$ cat config.mk
export PLATFORM = sky130hd
export DESIGN_NAME = uart_dump_ctrl
export DESIGN_NICKNAME = d
export VERILOG_FILES = /design/src/rtl/uart_dump_pkg.sv /design/src/rtl/uart_dump_csum.sv /design/src/rtl/uart_dump_ctrl.sv
export SDC_FILE = /design/constraint.sdc
export NUM_CORES = 1
export LEC_CHECK = 0
export BUFFER_PORTS_ARGS = -buffer_cell sky130_fd_sc_hd__buf_2
export CAP_MARGIN = 40
export CORE_UTILIZATION = 50
export CTS_CLUSTER_SIZE = 20
export DETAILED_ROUTE_END_ITERATION = 6
export MAX_ROUTING_LAYER = met4
export PLACE_DENSITY = 0.75
export SLEW_MARGIN = 10
export SYNTH_ARGS = -nofsm -noshare
export SYNTH_HDL_FRONTEND = slang
export SYNTH_SLANG_ARGS = --single-unit
$ cat constraint.sdc
create_clock -name clk -period 3.65 [get_ports clk]
set_clock_uncertainty 0.1 [all_clocks]
set_input_delay 1.095 -clock clk [delete_from_list [all_inputs] [get_ports clk]]
set_output_delay 1.095 -clock clk [all_outputs]
set_load 0.01 [all_outputs]
$ cat src/rtl/uart_dump_pkg.sv
// Shared definitions for the histogram RAM dump controller: FSM encoding, record layout, checksum seed.
package uart_dump_pkg;

  localparam logic [2:0] IDLE    = 3'd0;
  localparam logic [2:0] RD_REQ  = 3'd1;
  localparam logic [2:0] RD_WAIT = 3'd2;
  localparam logic [2:0] SEND    = 3'd3;
  localparam logic [2:0] CSUM    = 3'd4;
  localparam logic [2:0] FIN     = 3'd5;

  localparam int         RECORD_BYTES = 4;
  localparam logic [7:0] CSUM_INIT    = 8'h00;

  // Record byte order on the wire: address MSB, address LSB, data MSB, data LSB.
  function automatic logic [7:0] record_byte(input logic [1:0]  idx,
                                             input logic [15:0] addr16,
                                             input logic [15:0] data16);
    logic [7:0] b;
    case (idx)
      2'd0:    b = addr16[15:8];
      2'd1:    b = addr16[7:0];
      2'd2:    b = data16[15:8];
      default: b = data16[7:0];
    endcase
    return b;
  endfunction

endpackage

$ cat src/rtl/uart_dump_csum.sv
// Running XOR of the record bytes handed to the UART; present only when UART_DUMP_CSUM_EN is defined.
module uart_dump_csum
  import uart_dump_pkg::*;
(
  input  logic       clk,
  input  logic       rst,
  input  logic       clear,
  input  logic       en,
  input  logic [7:0] byte_in,
  output logic [7:0] sum
);

  always_ff @(posedge clk) begin
    if (rst || clear) begin
      sum <= CSUM_INIT;
    end else if (en) begin
      sum <= sum ^ byte_in;
    end
  end

endmodule

$ cat src/rtl/uart_dump_ctrl.sv
// Walks the histogram RAM and streams one 4-byte {addr, data} record per word to the UART.
// Optional trailing XOR checksum byte when UART_DUMP_CSUM_EN is defined.
module uart_dump_ctrl
  import uart_dump_pkg::*;
#(
  parameter int WIDTH_DATA  = 16,
  parameter int LENGTH_ADDR = 10,
  parameter int NUM_WORDS   = 1024,
  parameter int RAM_LAT     = 1
) (
  input  logic                   clk,
  input  logic                   rst,
  input  logic                   dump_start,
  input  logic                   abort,
  output logic                   ram_rd_en,
  output logic [LENGTH_ADDR-1:0] ram_addr,
  input  logic [WIDTH_DATA-1:0]  ram_dout,
  output logic [7:0]             tx_byte,
  output logic                   tx_valid,
  input  logic                   tx_ready,
  output logic                   busy,
  output logic                   done,
  output logic [2:0]             dbg_state
);

  // Handshake: a byte moves on every cycle with tx_valid & tx_ready. While tx_valid is high and
  // tx_ready is low, tx_byte and tx_valid hold; tx_valid never drops without a transfer except on rst.

  localparam logic [LENGTH_ADDR-1:0] LAST_ADDR = LENGTH_ADDR'(NUM_WORDS - 1);
  localparam logic [2:0]             LAT_LAST  = 3'(RAM_LAT - 1);

  logic [2:0]             state;
  logic [LENGTH_ADDR-1:0] addr;
  logic [WIDTH_DATA-1:0]  word_q;
  logic [1:0]             idx;
  logic [2:0]             lat_cnt;
  logic                   xfer;
  logic [15:0]            addr16;
  logic [15:0]            data16;

  assign xfer   = tx_valid & tx_ready;
  assign addr16 = 16'(addr);
  assign data16 = 16'(word_q);

`ifdef UART_DUMP_CSUM_EN
  logic [7:0] csum;

  uart_dump_csum u_csum (
    .clk     (clk),
    .rst     (rst),
    .clear   ((state == IDLE) && dump_start),
    .en      ((state == SEND) && xfer),
    .byte_in (tx_byte),
    .sum     (csum)
  );
`endif

  always_ff @(posedge clk) begin
    if (rst) begin
      state   <= IDLE;
      addr    <= '0;
      word_q  <= '0;
      idx     <= 2'd0;
      lat_cnt <= 3'd0;
    end else begin
      case (state)
        IDLE: begin
          if (dump_start) begin
            state <= RD_REQ;
            addr  <= '0;
            idx   <= 2'd0;
          end
        end
        RD_REQ: begin
          if (abort) begin
            state <= IDLE;
            addr  <= '0;
          end else begin
            state   <= RD_WAIT;
            lat_cnt <= 3'd0;
          end
        end
        RD_WAIT: begin
          if (abort) begin
            state <= IDLE;
            addr  <= '0;
          end else if (lat_cnt == LAT_LAST) begin
            word_q <= ram_dout;
            idx    <= 2'd0;
            state  <= SEND;
          end else begin
            lat_cnt <= lat_cnt + 3'd1;
          end
        end
        SEND: begin
          // Abort only takes effect on a byte boundary, so the byte on the wire always completes.
          if (xfer) begin
            if (abort) begin
              state <= IDLE;
              addr  <= '0;
              idx   <= 2'd0;
            end else if (idx == 2'(RECORD_BYTES - 1)) begin
              idx <= 2'd0;
              if (addr == LAST_ADDR) begin
`ifdef UART_DUMP_CSUM_EN
                state <= CSUM;
`else
                state <= FIN;
`endif
              end else begin
                addr  <= addr + LENGTH_ADDR'(1);
                state <= RD_REQ;
              end
            end else begin
              idx <= idx + 2'd1;
            end
          end
        end
`ifdef UART_DUMP_CSUM_EN
        CSUM: begin
          if (xfer) begin
            state <= abort ? IDLE : FIN;
            if (abort) addr <= '0;
          end
        end
`endif
        FIN: begin
          state <= IDLE;
          addr  <= '0;
        end
        default: begin
          state <= IDLE;
          addr  <= '0;
        end
      endcase
    end
  end

  assign ram_rd_en = (state == RD_REQ);
  assign ram_addr  = addr;
  assign busy      = (state != IDLE);
  assign done      = (state == FIN);
  assign dbg_state = state;

`ifdef UART_DUMP_CSUM_EN
  assign tx_valid = (state == SEND) || (state == CSUM);
`else
  assign tx_valid = (state == SEND);
`endif

  always_comb begin
    tx_byte = 8'h00;
    if (state == SEND) begin
      tx_byte = record_byte(idx, addr16, data16);
    end
`ifdef UART_DUMP_CSUM_EN
    else if (state == CSUM) begin
      tx_byte = csum;
    end
`endif
  end

endmodule

# Word-level counts from Yosys, hierarchy flattened
# Cells that the tools add are included.
[classes]
n_addsub = 3
n_eq_ne = 18
muxes = 29
bitwise = 2
n_reduce_logical = 12
[ops]
columns = ["cell", "n"]
rows = [
  ["2-to-1 mux 10 bit", 6],
  ["2-to-1 mux 3 bit", 10],
  ["one-hot mux 10 bit (3 select lines)", 1],
  ["one-hot mux 8 bit (3 select lines)", 1],
  ["2-to-1 mux 2 bit", 7],
  ["one-hot mux 3 bit (4 select lines)", 1],
  ["adder 10 x 1 -> 10 bit, second input constant", 1],
  ["equality test 10 bit, second input constant", 1],
  ["!= test 2 bit, second input constant", 5],
  ["AND reduction 5 bit", 2],
  ["2-to-1 mux 8 bit", 1],
  ["AND reduction 4 bit", 2],
  ["equality test 3 x 2 -> 1 bit, second input constant", 2],
  ["logical NOT 3 bit", 2],
  ["!= test 3 bit, second input constant", 2],
  ["one-hot mux 2 bit (3 select lines)", 1],
  ["one-hot mux 3 bit (2 select lines)", 1],
  ["nonzero test 3 bit", 2],
  ["equality test 2 bit, second input constant", 2],
  ["!= test 2 x 1 -> 1 bit, second input constant", 2],
  ["adder 3 x 1 -> 3 bit, second input constant", 1],
  ["equality test 3 x 1 -> 1 bit, second input constant", 1],
  ["equality test 3 bit, second input constant", 1],
  ["!= test 3 x 2 -> 1 bit, second input constant", 1],
  ["other kinds (8)", 8],
]
[word_totals]
regBits = 34
output_inout_bits = 25
word_cells = 69

# Logic depth before layout (Yosys ltp)
# Gate-level depths: netlist of the first run.
[logic_depth]
word_depth = 6
ltp_mapped = 7
depth_no_buf = 6

# Worst setup path after synthesis of the first run
# Ideal clock, no wire load.
[synth_path]
path_type = "reg2out"
start = "register idx[0]"
end = "output tx_byte[0]"
arrival_ps = 1365
required_ps = 2455
setup_slack_ps = 1090
path_stages_with_launch = 8
n_path_buf = 1
path_cell_list = "dfxtp_1 inv_1 ha_1 clkbuf_1 a222oi_1 nor2_1 a21oi_1 nor2_1"
[synth_between]
elab_chain_len = 3
[synth_rtl]
columns = ["item", "line", "source"]
rows = [
  ["start, declared", "uart_dump_ctrl.sv:35", "logic [1:0] idx;"],
  ["start signal, assigned", "uart_dump_ctrl.sv:115", "idx <= idx + 2'd1;"],
  ["equality test 2 bit, or another cell as far along", "uart_dump_pkg.sv:19", "case (idx)"],
  ["one-hot mux 8 bit (3 select lines) (*)", "uart_dump_pkg.sv:19", ""],
  ["2-to-1 mux 8 bit (*)", "uart_dump_ctrl.sv:153", "if (state == SEND) begin"],
  ["end, declared", "uart_dump_ctrl.sv:18", "output logic [7:0] tx_byte,"],
]
# Every way passes the cells marked *; elsewhere a longest branch is shown, timed or not.

# Worst setup path in the final report of the first run
# Same ends and word-level chain as after synthesis.

==> results.sh, run 1 <==
export IMPL_ys_ff_latch=34
export IMPL_min_period_ps=3080
export IMPL_cts_hold_buf=0
export IMPL_dp_cells=316
export IMPL_r2r_slack_ps=1530
export IMPL_crit_fanout=8
export IMPL_grt_ovfl_total=0
export IMPL_finalHoldViolations=0
export IMPL_endpoint_kind="primary output"
export IMPL_rows=22
export IMPL_cp_required_ps=2450
export IMPL_rr_endpoint="ram_addr[2]"
export IMPL_yosysTopAreaCellShare=0.344
export IMPL_synthTopCellsByArea="dfxtp_1 34%, mux2i_1 10%, nor2_1 7.8%"
export IMPL_p_sw_mw=0.263
export IMPL_worst_slew_pin_slew_ps=717
export IMPL_synth_ff_type="dfxtp_1"
export IMPL_syn_nets=267
export IMPL_slew_violations=0
export IMPL_yosysSeqAreaShare=0.344
export IMPL_grt_pass1_vias=1655
export IMPL_postRouteAntennaNets=0
export IMPL_total_power_mw=0.883
export IMPL_min_to="data16[0]"
export IMPL_syn_cell_area_sq_um=1980
export IMPL_final_layout_size_suffix_gt1_frac=0.221
export IMPL_clk_latency_ps=280
export IMPL_core_sq_um=3720
export IMPL_ir_drop_mv=0.234
export IMPL_place_congestion=0.899
export IMPL_synth_edf_count=0
export IMPL_yosysTopAreaCell="dfxtp_1"
export IMPL_initial_core_util=0.532
export IMPL_internal_power_mw=0.620
export IMPL_syn_avg_cell_area_sq_um=8.31
export IMPL_drt_pass1_iterations=5
export IMPL_synthTopCellsByCount="41 x nor2_1, 34 x dfxtp_1, 20 x mux2i_1"
export IMPL_cts_max_path_buffers=2
export IMPL_seq_power_share=0.474
export IMPL_crit_arrival_ps=1880
export IMPL_root_buffer="clkbuf_8"
export IMPL_fmax_mhz=325
export IMPL_min_period_over_period=0.843
export IMPL_avgRoutedWirePerCell_um=14.3
export IMPL_dieArea_sq_um=4210
export IMPL_grt_usage=0.242
export IMPL_max_cap_violations=0
export IMPL_synth_async_reset_ratio=0
export IMPL_die_width_um=64.9
export IMPL_power_frac_comb=0.208
export IMPL_critPathLaunchType="flip-flop"
export IMPL_cts_inserted_buffers=5
export IMPL_cts_tree="done"
export IMPL_drt_total_wl_mm=4.63
export IMPL_grt_start_max_net_pins=33
export IMPL_htreeDepth=2
export IMPL_r2r_start="dbg_state[1]"
export IMPL_ys_types=48
export IMPL_worstHoldStart="data16[0]"
export IMPL_setup_viol_count_final=0
export IMPL_hpwl_mm=3.27
export IMPL_setup_tns_ps=0
export IMPL_hold_depth=2
export IMPL_rsz0062_at_grt="no"
export IMPL_drt_iter0_markers=106
export IMPL_synth_most_common_cell="nor2_1"
export IMPL_status="completed"
export IMPL_drc=0
export IMPL_nNetsFinal=304
export IMPL_grt_pass1_wl_mm=7.71
export IMPL_hold_path_class="reg2reg"
export IMPL_viasPerCell=5.84
export IMPL_stdcell_count=324
export IMPL_antenna_cells=0
export IMPL_p_clk_frac=0.318
export IMPL_io_pins=46
export IMPL_dieHeight_um=64.9
export IMPL_cts_resized=0
export IMPL_vias=1892
export IMPL_clkSlewWorstSetupHoldPaths_ps=70
export IMPL_portBuffers=45
export IMPL_r2r_cells=4
export IMPL_areaGrowthSynthToFinish_pct=15.2
export IMPL_yosys_warnings=0
export IMPL_clock_sinks=34
export IMPL_critPathKind="reg2out"
export IMPL_switching_share=0.298
export IMPL_antenna_found_initial=0
export IMPL_syn_instance_count=238
export IMPL_relSlewSlack=0.521
export IMPL_postCtsSetupBuffers=0
export IMPL_powerDensity_nw_per_um2=388
export IMPL_p_leak_nw=1.07
[worst max-delay path, stage by stage (launching register included)]
cell and delay, ps:
dfxtp_1 430, inv_1 110, ha_1 300, a222oi_1 360, nor2_1 80, a21oi_1 140, nor2_1 50, buf_2 140
[power by group through the flow]
| stage | clock, mW | combinational [mW] | sequential, mW |
|---|---|---|---|
| 4_1_cts | 0.287 | 0.182 | 0.418 |
| 6_report | 0.281 | 0.184 | 0.418 |
| 2_1_floorplan | 0 | 0.155 | 0.407 |
| 3_5_place_dp | 0 | 0.181 | 0.426 |
| 3_3_place_gp | 0 | 0.179 | 0.425 |
| 5_1_grt | 0.303 | 0.204 | 0.422 |
[layer usage]
layer | wire length [um] | global-route usage | share of wire | vias up
li1 | - | - | - | 943
met1 | 2280 | 0.332 | 0.49 | 894
met2 | 2110 | 0.376 | 0.46 | 53
met3 | 218 | 0.0370 | 0.047 | 2
met4 | 17 | 0.0500 | 0.0037 | 0
met5 | 0 | - | 0 | -
[registers in the layout, summed over array words and instances (netlist names)]
signal / flops
lat_cnt: 3
dbg_state: 3
idx: 2
data16: 16
ram_addr: 10
[cell usage in the layout (no fill, tap or decap), types with 2 or more instances in the layout]
cell,n
clkbuf_8,6
nand2b_1,4
or3_1,4
nand3_1,10
nor2_1,41
a22oi_1,8
a41oi_1,2
a222oi_1,2
a21oi_1,14
mux2i_1,20
or4_1,4
nor4_1,2
buf_2,45
dfxtp_1,34
nor3b_1,2
inv_1,11
and3_1,7
o31ai_1,3
o21ai_0,3
or3_2,2
a31oi_1,7
nor3_1,3
nand2_1,10
ha_1,8
[logic make-up after synthesis]
group / after synthesis / share of synthesized area
buffers and inverters: 26 / 0.0595
muxes: 20 / 0.101
AOI/OAI and AO/OA: 51 / 0.180
DFF: 34 / 0.344
and+or+nand+nor: 99 / 0.265
adders and majority gates: 8 / 0.0506
[stage by stage]
step | util | worst slack, ps | hold WS (ps) | area (sq um)
floorplan | - | 1090 | 362 | 1980
global placement | 0.588 | 930 | 376 | 2190
detailed placement | 0.588 | 864 | 390 | 2190
CTS | 0.613 | 562 | 405 | 2280
global route | 0.613 | 422 | 419 | 2280
finish | 0.613 | 573 | 404 | 2280
[final cells by class]
type	instances	area, sq um
clock inverter	1	5.00
inverter	11	41.3
tap	48	60.1
timing repair buffer	45	225
sequential	34	681
multi-input combinational	178	1180
clock buffer	7	86.3
fill	350	1440
[how the worst max path moves through the flow]
stage	slack, ps	startpoint	cells past startpoint	to
after floorplan	1090	idx[0]	7	tx_byte[0]
after global placement	930	idx[0]	7	tx_byte[0]
after detailed placement	860	idx[0]	7	tx_byte[0]
after CTS	560	idx[0]	7	tx_byte[0]
after global routing	420	idx[0]	7	tx_byte[0]
final	570	idx[0]	7	tx_byte[0]
Power figures use the tool's default switching activity.
==> inputs of run 2 (changes only) <==
CORE_UTILIZATION = 48   (was 50)
clock period = 2.5 ns   (was 3.65 ns; I/O delays follow)
==> run 2 against run 1 <==
Against the previous run:
- clock power up 53%
- total power up 50%
- non-clock buffer count grew 10
- sequential share of layout area shrank 1.4 points
- via count grew 2.4%
- count of clock-buffer cells in the layout is 1 lower
- setup slack got worse by 530 ps
- routed wire length grew 5.6%
- first-iteration DRC count is 49% higher
- combinational power rose by 68%
- worst hold slack worse by 3.4 ps
- die area increased by 4.0%
- largest cell class unchanged
==> results.sh, run 2 (synthesis gave the netlist of run 1 again) <==
export IMPL_status="completed"
export IMPL_areaGrowthSynthToFinish_pct=22.2
export IMPL_hold_path_class="reg2reg"
export IMPL_critPathLaunchType="flip-flop"
export IMPL_place_area_sq_um=2250
export IMPL_p_leak_nw=1.12
export IMPL_vias=1937
export IMPL_relSlewSlack=0.542
export IMPL_finalHoldViolations=0
export IMPL_final_layout_size_suffix_gt1_frac=0.283
export IMPL_ir_drop_mv=0.266
export IMPL_cts_tree="done"
export IMPL_setup_tns_ps=0
export IMPL_rows=22
export IMPL_portBuffers=45
export IMPL_stdcell_area_sq_um=2410
export IMPL_max_cap_violations=0
export IMPL_hpwl_mm=3.45
export IMPL_fmax_mhz=407
export IMPL_cts_inserted_buffers=5
export IMPL_grt_util_met3=0.0517
export IMPL_initial_core_util=0.520
export IMPL_min_period_over_period=0.983
export IMPL_endpoint_kind="primary output"
export IMPL_grt_usage=0.250
export IMPL_clkSlewWorstSetupHoldPaths_ps=70
export IMPL_htreeDepth=2
export IMPL_cp_required_ps=1650
export IMPL_die_width_um=66.2
export IMPL_clock_sinks=34
export IMPL_drt_total_wl_mm=4.89
export IMPL_met2_usage=0.380
export IMPL_whs_ps=401
export IMPL_worst_slew_pin_slew_ps=685
export IMPL_drt_iter0_markers=158
export IMPL_setup_viol_count_final=0
export IMPL_clk_latency_ps=290
export IMPL_viasPerCell=5.80
export IMPL_mostFrequentLayoutCell="buf_2"
export IMPL_rsz0062_at_grt="yes"
export IMPL_place_congestion=0.846
export IMPL_grtUsageMet1=0.327
export IMPL_grt_pass1_vias=1762
export IMPL_io_pins=46
export IMPL_crit_arrival_ps=1610
export IMPL_busiest_layer="met2"
export IMPL_crit_fanout=6
export IMPL_antenna_cells=0
export IMPL_postRouteAntennaNets=0
export IMPL_avgRoutedWirePerCell_um=14.6
export IMPL_dieHeight_um=66.2
export IMPL_powerDensity_nw_per_um2=549
export IMPL_cts_hold_buf=0
export IMPL_slew_violations=0
export IMPL_critPathKind="reg2out"
export IMPL_grt_start_max_net_pins=24
export IMPL_nNetsFinal=314
export IMPL_cts_max_path_buffers=2
export IMPL_drc=0
export IMPL_core_sq_um=3800
export IMPL_antenna_found_initial=0
export IMPL_drt_pass1_iterations=5
export IMPL_grt_ovfl_total=0
export IMPL_root_buffer="clkbuf_8"
export IMPL_min_period_ps=2460
export IMPL_dieArea_sq_um=4380
export IMPL_grt_pass1_wl_mm=8.07
export IMPL_final_cell_mix="45 x buf_2, 41 x nor2_1, 32 x dfxtp_1, 20 x mux2i_1, 14 x a21oi_1"
export IMPL_largest_reg_flops=16
-- run 2: path summary, 6_finish.rpt --
| kind | from | end | slack (ps) | cells past startpoint |
|---|---|---|---|---|
| worst max-delay path | idx[0] | tx_byte[5] | 40 | 8 |
| worst min-delay path | data16[2] | data16[2] | 400 | 2 |
| worst max register to register | ram_addr[0] | ram_addr[2] | 450 | 5 |
| worst min register to register | data16[2] | data16[2] | 400 | 2 |
-- run 2: layout make-up --
cell class / count / area, sq um
Inverter: 11 / 43.8
Timing Repair Buffer: 55 / 304
Sequential cell: 34 / 688
Clock inverter: 2 / 12.5
Clock buffer: 6 / 82.6
Multi-Input combinational cell: 178 / 1220
Fill cell: 338 / 1380
Tap cell: 48 / 60.1
-- run 2: per-stage QoR --
stage	power [mW]	worst slack (ps)	instances	utilization
2_1_floorplan	0.821	285	238	-
3_3_place_gp	0.900	223	324	0.591
3_5_place_dp	0.902	185	324	0.591
4_1_cts	1.33	5.64	333	0.622
5_1_grt	1.39	-72.2	334	0.636
6_report	1.33	41.8	334	0.636
-- run 2: where the power goes --
group          internal (mW)  total, mW  switching [mW]
sequential             0.564      0.587          0.0223
clock                  0.221      0.431           0.210
combinational          0.132      0.309           0.177
-- run 2: layer usage --
layer  share of wire  vias up
met3           0.064        6
li1                -      964
met1            0.47      911
met2            0.46       56
met4           0.010        0
met5               0        -
-- run 2: what timing repair did --
item                                    CTS  global route
setup buffers                             1             1
resized for setup                         5            11
pin swaps                                 2             5
endpoints found under the setup margin    8             8
-- run 2: worst max-delay path, stage by stage, from the launching register on --
cell	delay [ps]
dfxtp_4	370
inv_4	50
ha_4	160
buf_4	150
a22oi_1	160
nor2_1	70
a21oi_1	130
nor2_1	60
buf_2	150
